File: config.mk
export PLATFORM = sky130hd
export DESIGN_NAME = div24_16
export DESIGN_NICKNAME = d
export VERILOG_FILES = /design/src/rtl/div24_16_pkg.sv /design/src/rtl/div24_16_step.sv /design/src/rtl/div24_16.sv
export SDC_FILE = /design/constraint.sdc
export NUM_CORES = 1
export LEC_CHECK = 0
export ABC_AREA = 1
export ABC_CLOCK_PERIOD_IN_PS = 2200
export BUFFER_PORTS_ARGS = -buffer_cell sky130_fd_sc_hd__buf_2
export CAP_MARGIN = 10
export CORE_MARGIN = 5
export CORE_UTILIZATION = 58
export CTS_CLUSTER_DIAMETER = 40
export CTS_CLUSTER_SIZE = 28
export DETAILED_ROUTE_END_ITERATION = 8
export GPL_TIMING_DRIVEN = 0
export PLACE_DENSITY = 0.88
export SETUP_SLACK_MARGIN = 0.4
export SLEW_MARGIN = 15
export SYNTH_ARGS = -nofsm -noshare
export SYNTH_HDL_FRONTEND = slang
export SYNTH_SLANG_ARGS = --single-unit
File: constraint.sdc
create_clock -name clk -period 2.2 [get_ports clk]
set_input_delay 0 -clock clk [delete_from_list [all_inputs] [get_ports clk]]
set_output_delay 0 -clock clk [all_outputs]
set_load 0.01 [all_outputs]
File: src/rtl/div24_16_pkg.sv
// Shared widths, state encoding and the overflow test for the 24/16 -> 32
// restoring divider that undoes the truncated mantissa multiply.
package div24_16_pkg;

    localparam int IP1WRDLEN = 16;            // divisor width
    localparam int IP2WRDLEN = 32;            // quotient width
    localparam int OPWRDLEN  = 24;            // dividend (truncated product) width
    localparam int SHIFT     = 22;            // product LSBs dropped by the multiplier
    localparam int OVF_SHIFT = IP2WRDLEN - SHIFT;
    localparam int REMLEN    = IP1WRDLEN + 1; // partial remainder needs one guard bit
    localparam int CNTLEN    = 5;

    localparam logic [IP2WRDLEN-1:0] QUOT_SAT  = '1;
    localparam logic [CNTLEN-1:0]    CNT_START = CNTLEN'(IP2WRDLEN - 1);

    typedef enum logic [1:0] {
        IDLE = 2'd0,
        DIV  = 2'd1,
        DONE = 2'd2
    } state_t;

    // (res << SHIFT) / div needs more than 32 quotient bits exactly when
    // res >= div << OVF_SHIFT.
    function automatic logic quot_overflows(
        input logic [OPWRDLEN-1:0]  res,
        input logic [IP1WRDLEN-1:0] div
    );
        logic [IP1WRDLEN+OVF_SHIFT-1:0] threshold;
        threshold = {div, {OVF_SHIFT{1'b0}}};
        return {{(IP1WRDLEN+OVF_SHIFT-OPWRDLEN){1'b0}}, res} >= threshold;
    endfunction

endpackage

File: src/rtl/div24_16_step.sv
// One restoring-division step: shift the next dividend bit into the partial
// remainder and subtract the divisor when it fits.
module div_step
    import div24_16_pkg::*;
(
    input  logic [REMLEN-1:0]    rem_in,
    input  logic [IP1WRDLEN-1:0] divisor,
    input  logic                 bit_in,
    output logic [REMLEN-1:0]    rem_out,
    output logic                 q_bit
);

    logic [REMLEN-1:0] trial;
    logic [REMLEN:0]   diff;

    always_comb begin
        trial   = {rem_in[IP1WRDLEN-1:0], bit_in};
        // The extra MSB of diff is the borrow: set means the divisor did not fit.
        diff    = {1'b0, trial} - {2'b00, divisor};
        q_bit   = ~diff[REMLEN];
        rem_out = q_bit ? diff[REMLEN-1:0] : trial;
    end

endmodule

File: src/rtl/div24_16.sv
// Sequential divider recovering op2_32 = floor((res_24 << 22) / op1_16) and the
// remainder, one quotient bit per clock; errors saturate in a single cycle.
module div24_16
    import div24_16_pkg::*;
(
    input  logic                 clk,
    input  logic                 rst_n,
    input  logic                 start,
    input  logic [OPWRDLEN-1:0]  res_24,
    input  logic [IP1WRDLEN-1:0] op1_16,
    output logic                 busy,
    output logic                 op_valid,
    output logic [IP2WRDLEN-1:0] op2_32,
    output logic [IP1WRDLEN-1:0] rem_16,
    output logic                 div_zero,
    output logic                 ovf
);

    state_t state_reg, state_next;

    logic [REMLEN-1:0]    rem_reg;
    logic [IP2WRDLEN-1:0] shift_reg;
    logic [IP2WRDLEN-1:0] quot_reg;
    logic [IP1WRDLEN-1:0] divisor_reg;
    logic [CNTLEN-1:0]    count_reg;

    logic [IP2WRDLEN-1:0] op2_reg;
    logic [IP1WRDLEN-1:0] rem16_reg;
    logic                 div_zero_reg;
    logic                 ovf_reg;
    logic                 op_valid_reg;

    logic [REMLEN-1:0]    step_rem;
    logic                 step_q;
    logic                 accept;
    logic                 in_zero;
    logic                 in_ovf;

    div_step u_step (
        .rem_in  (rem_reg),
        .divisor (divisor_reg),
        .bit_in  (shift_reg[IP2WRDLEN-1]),
        .rem_out (step_rem),
        .q_bit   (step_q)
    );

    always_comb begin
        state_next = state_reg;
        accept     = 1'b0;
        in_zero    = (op1_16 == '0);
        in_ovf     = quot_overflows(res_24, op1_16);
        case (state_reg)
            IDLE: begin
                if (start) begin
                    accept     = 1'b1;
                    state_next = (in_zero || in_ovf) ? DONE : DIV;
                end
            end
            DIV: begin
                if (count_reg == '0) begin
                    state_next = DONE;
                end
            end
            DONE: begin
                state_next = IDLE;
            end
            default: begin
                state_next = IDLE;
            end
        endcase
    end

    always_ff @(posedge clk) begin
        if (!rst_n) begin
            state_reg    <= IDLE;
            rem_reg      <= '0;
            shift_reg    <= '0;
            quot_reg     <= '0;
            divisor_reg  <= '0;
            count_reg    <= '0;
            op2_reg      <= '0;
            rem16_reg    <= '0;
            div_zero_reg <= 1'b0;
            ovf_reg      <= 1'b0;
            op_valid_reg <= 1'b0;
        end else begin
            state_reg    <= state_next;
            op_valid_reg <= 1'b0;
            case (state_reg)
                IDLE: begin
                    if (accept) begin
                        divisor_reg <= op1_16;
                        // The top 14 dividend bits are already below the divisor
                        // once overflow is excluded, so the first 32 steps suffice.
                        rem_reg     <= {{(REMLEN-(OPWRDLEN-OVF_SHIFT)){1'b0}},
                                        res_24[OPWRDLEN-1:OVF_SHIFT]};
                        shift_reg   <= {res_24[OVF_SHIFT-1:0], {SHIFT{1'b0}}};
                        quot_reg    <= '0;
                        count_reg   <= CNT_START;
                        if (in_zero || in_ovf) begin
                            op2_reg      <= QUOT_SAT;
                            rem16_reg    <= '0;
                            div_zero_reg <= in_zero;
                            ovf_reg      <= ~in_zero;
                            op_valid_reg <= 1'b1;
                        end
                    end
                end
                DIV: begin
                    rem_reg   <= step_rem;
                    shift_reg <= {shift_reg[IP2WRDLEN-2:0], 1'b0};
                    quot_reg  <= {quot_reg[IP2WRDLEN-2:0], step_q};
                    count_reg <= count_reg - CNTLEN'(1);
                    if (count_reg == '0) begin
                        op2_reg      <= {quot_reg[IP2WRDLEN-2:0], step_q};
                        rem16_reg    <= step_rem[IP1WRDLEN-1:0];
                        div_zero_reg <= 1'b0;
                        ovf_reg      <= 1'b0;
                        op_valid_reg <= 1'b1;
                    end
                end
                default: begin
                end
            endcase
        end
    end

    assign busy     = (state_reg != IDLE);
    assign op_valid = op_valid_reg;
    assign op2_32   = op2_reg;
    assign rem_16   = rem16_reg;
    assign div_zero = div_zero_reg;
    assign ovf      = ovf_reg;

endmodule

==> flow_summary.yaml <==
outcome:
  outcome: "finished, final reports clean"
synth:
  yosys.area.top_type_share_pct: 37.7
  yosysSeqAreaShare_pct: 37.7
  synth-edff-count: 0
  synthesis.nets: 1098
  yosysWarningCount: 0
  yosysTopAreaCell: "dfxtp_1"
  async_flop_share_pct: 0
  synth_cell_types: 39
  syn_area_per_cell_um2: 6.80
  synthFlopType: "dfxtp_1"
  syn_area_um2: 6950
  ys_ff_latch: 131
  netlist_instances: 1022
  synth_area_leaders: "dfxtp_1 38%, nand2_1 13%, a21oi_1 7.0%"
drt:
  dr_total_vias: 8298
  drt-initial-drc-count: 1325
  drt_pre_antenna_iters: 9
  drtAntennaViolNets: 0
  wire_per_inst_um: 18.6
  drc_errors: 0
  wirelength_um: 25200
  viasPerCell: 6.13
global_routing:
  grt_max_degree: 17
  grt_pass1_wl_um: 35600
  grt_pass1_vias: 7434
  track_usage_pct: 31.0
  antenna_found_initial: 0
  grt_remaining_overflow: 0
clock_network:
  clk_pin_slew_ns: 0.07
  htree_levels: 4
  cts.path.max_buffers: 2
  clk_latency_ns: 0.43
  cts_num_sinks: 131
  clockRootBuffer: "clkbuf_16"
  cts_made_buffers: 17
  cts_tree: "done"
finish:
  area.sequential_um2: 2660
  antenna_cells: 0
  fill_cells: 722
  syn_to_final_growth_pct: 32.6
  largest_register_ffs: 32
  final_nets: 1270
  multi_input_area_um2: 3980
  final_area_um2: 9210
  final_cell_mix: "200 x nand2_1, 120 x nor2_1, 111 x dfxtp_1, 108 x inv_1, 106 x buf_2"
  final_common_cell: "nand2_1"
  drive_gt1_share_pct: 26.2
pwr:
  p_per_area_nw_per_um2: 990
  leakage_uw: 0.00462
  ir_drop_v: 0.000552
  power_uw: 9120
floorplan:
  die-area_um2: 14300
  core_um2: 11900
  die_w_um: 119
  ioPinCount: 95
  initial_core_util_pct: 58.6
  die_y_um: 119
  rows: 40
setup_path:
  endpoint_kind: "flop"
  path_class: "reg2reg"
  reg2reg_depth: 13
  worstPathArrival_ns: 2.52
  r2r-end: "rem_16[13]"
  regToRegStartpoint: "divisor_reg[10]"
  reg2reg_slack_ns: 0.05
  required_ns: 2.56
  critPathMaxFanout: 6
  startpoint_type: "flop"
sta:
  finalCriticalPeriod_ns: 2.15
  fmax_mhz: 464
  setup-tns-final_ns: 0
  drv_slew: 0
  finalWorstSetupSlack_ns: 0.0458
  fin_crit_sh_pct: 97.9
  rsz0062_at_grt: "true"
  maxSlewHeadroom_pct: 54.3
  skew_ns: 0.0108
  setup_viol: 0
  max_slew.worst_pin.slew_ns: 0.686
  finalHoldViolCount: 0
placement:
  dp_hpwl_um: 14100
  placed_area_um2: 7610
  io_buffers: 93
  pre_cts_slack_ns: 0.0544
  gp_congestion: 0.943
hold_path:
  hold_class: "in2reg"
  min_from: "res_24[21]"
  hold_depth: 6
  hold_end: "rem_reg[11]"
run:
  drv_cap: 0
==> cell families (layout without fill, tap and decap cells) <==
logic type               after synthesis  in the layout  share of synthesized area, %
AND/OR/NAND/NOR                      508            508                          31.4
buffers and inverters                184            369                          11.0
AO/OA/AOI/OAI                        160            160                          13.0
flip-flops                           131            131                          37.7
adder cells (fa/ha/maj)               33             33                          6.05
XOR/XNOR                               6              6                         0.756
==> cell usage after synthesis (2+ instances only) <==
library cell	instances
nand2_1	234
dfxtp_1	131
nor2_1	128
inv_1	124
a21oi_1	97
nand3_1	75
o21ai_0	33
ha_1	32
nor3_1	32
clkbuf_1	27
nand4_1	19
buf_2	16
a22o_1	13
a31oi_1	10
buf_1	5
nor2_2	5
xor2_1	5
buf_4	4
buf_6	4
nand2_2	3
nand3b_1	3
a21oi_4	2
and2_1	2
inv_2	2
nand2_4	2
==> worst max path at each step <==
stage	startpoint	end	slack [ns]	depth (start not counted)
CTS	shift_reg[31]	rem_16[12]	0.31	14
finish	divisor_reg[10]	rem_16[13]	0.05	13
global route	divisor_reg[1]	rem_16[13]	-0.04	15
detailed placement	shift_reg[31]	rem_reg[8]	0.05	13
floorplan	divisor_reg[12]	rem_reg[10]	0.40	13
global placement	shift_reg[31]	rem_reg[8]	0.11	13
==> power breakdown <==
group | internal [uW] | total, uW | switching [uW] | leakage (uW)
logic | 1270 | 3410 | 2140 | 0.00326
registers | 2660 | 2880 | 215 | 0.00108
clock network | 1690 | 2840 | 1150 | 0.000277
total | 5620 | 9120 | 3510 | 0.00462
==> per-layer routing <==
metal | global-route usage, % | vias to the layer above | routed length, um
li1 | - | 3658 | -
met1 | 37.1 | 3703 | 9130
met2 | 49.8 | 719 | 11200
met3 | 8.59 | 218 | 2960
met4 | 18.1 | 0 | 1910
met5 | 0 | - | 0
==> final cells by class <==
class / count / area share, %
Multi-Input combinational cell: 707 / 43.2
Sequential cell: 131 / 28.8
Timing Repair Buffer: 153 / 10.9
Inverter: 127 / 5.23
Clock buffer: 19 / 4.70
Buffer: 57 / 3.45
Tap cell: 147 / 2.00
Clock inverter: 13 / 1.64
==> what timing repair did <==
| action | CTS | global route |
|---|---|---|
| hold buffers | 36 | 0 |
| endpoints found under the hold margin | 36 | 0 |
| pin swaps | 18 | 41 |
| endpoints found under the setup margin | 34 | 89 |
| resized for setup | 81 | 79 |
| cloned | 0 | 0 |
| setup buffers | 14 | 10 |
==> metrics by stage <==
step                hold slack, ns  util [%]  std cells
detailed placement           0.275      64.1       1262
finish                      0.0675      77.7       1354
floorplan                    0.149         -       1022
CTS                         0.0408      75.3       1344
global route                0.0601      77.7       1354
global placement             0.273      64.1       1262
==> worst max-delay path: stages, from the launching register on <==
cell     delay, ns
dfxtp_2       0.39
inv_2         0.07
ha_4          0.27
nand2_2       0.07
nand2_2       0.06
nand2_2       0.09
nand3_4       0.08
a21oi_4       0.25
nand2_4       0.12
nor2_4        0.24
nand2_1       0.12
nand2_1       0.14
nor2_1        0.07
nor2_1        0.11
(Power assumes the default switching activity.)
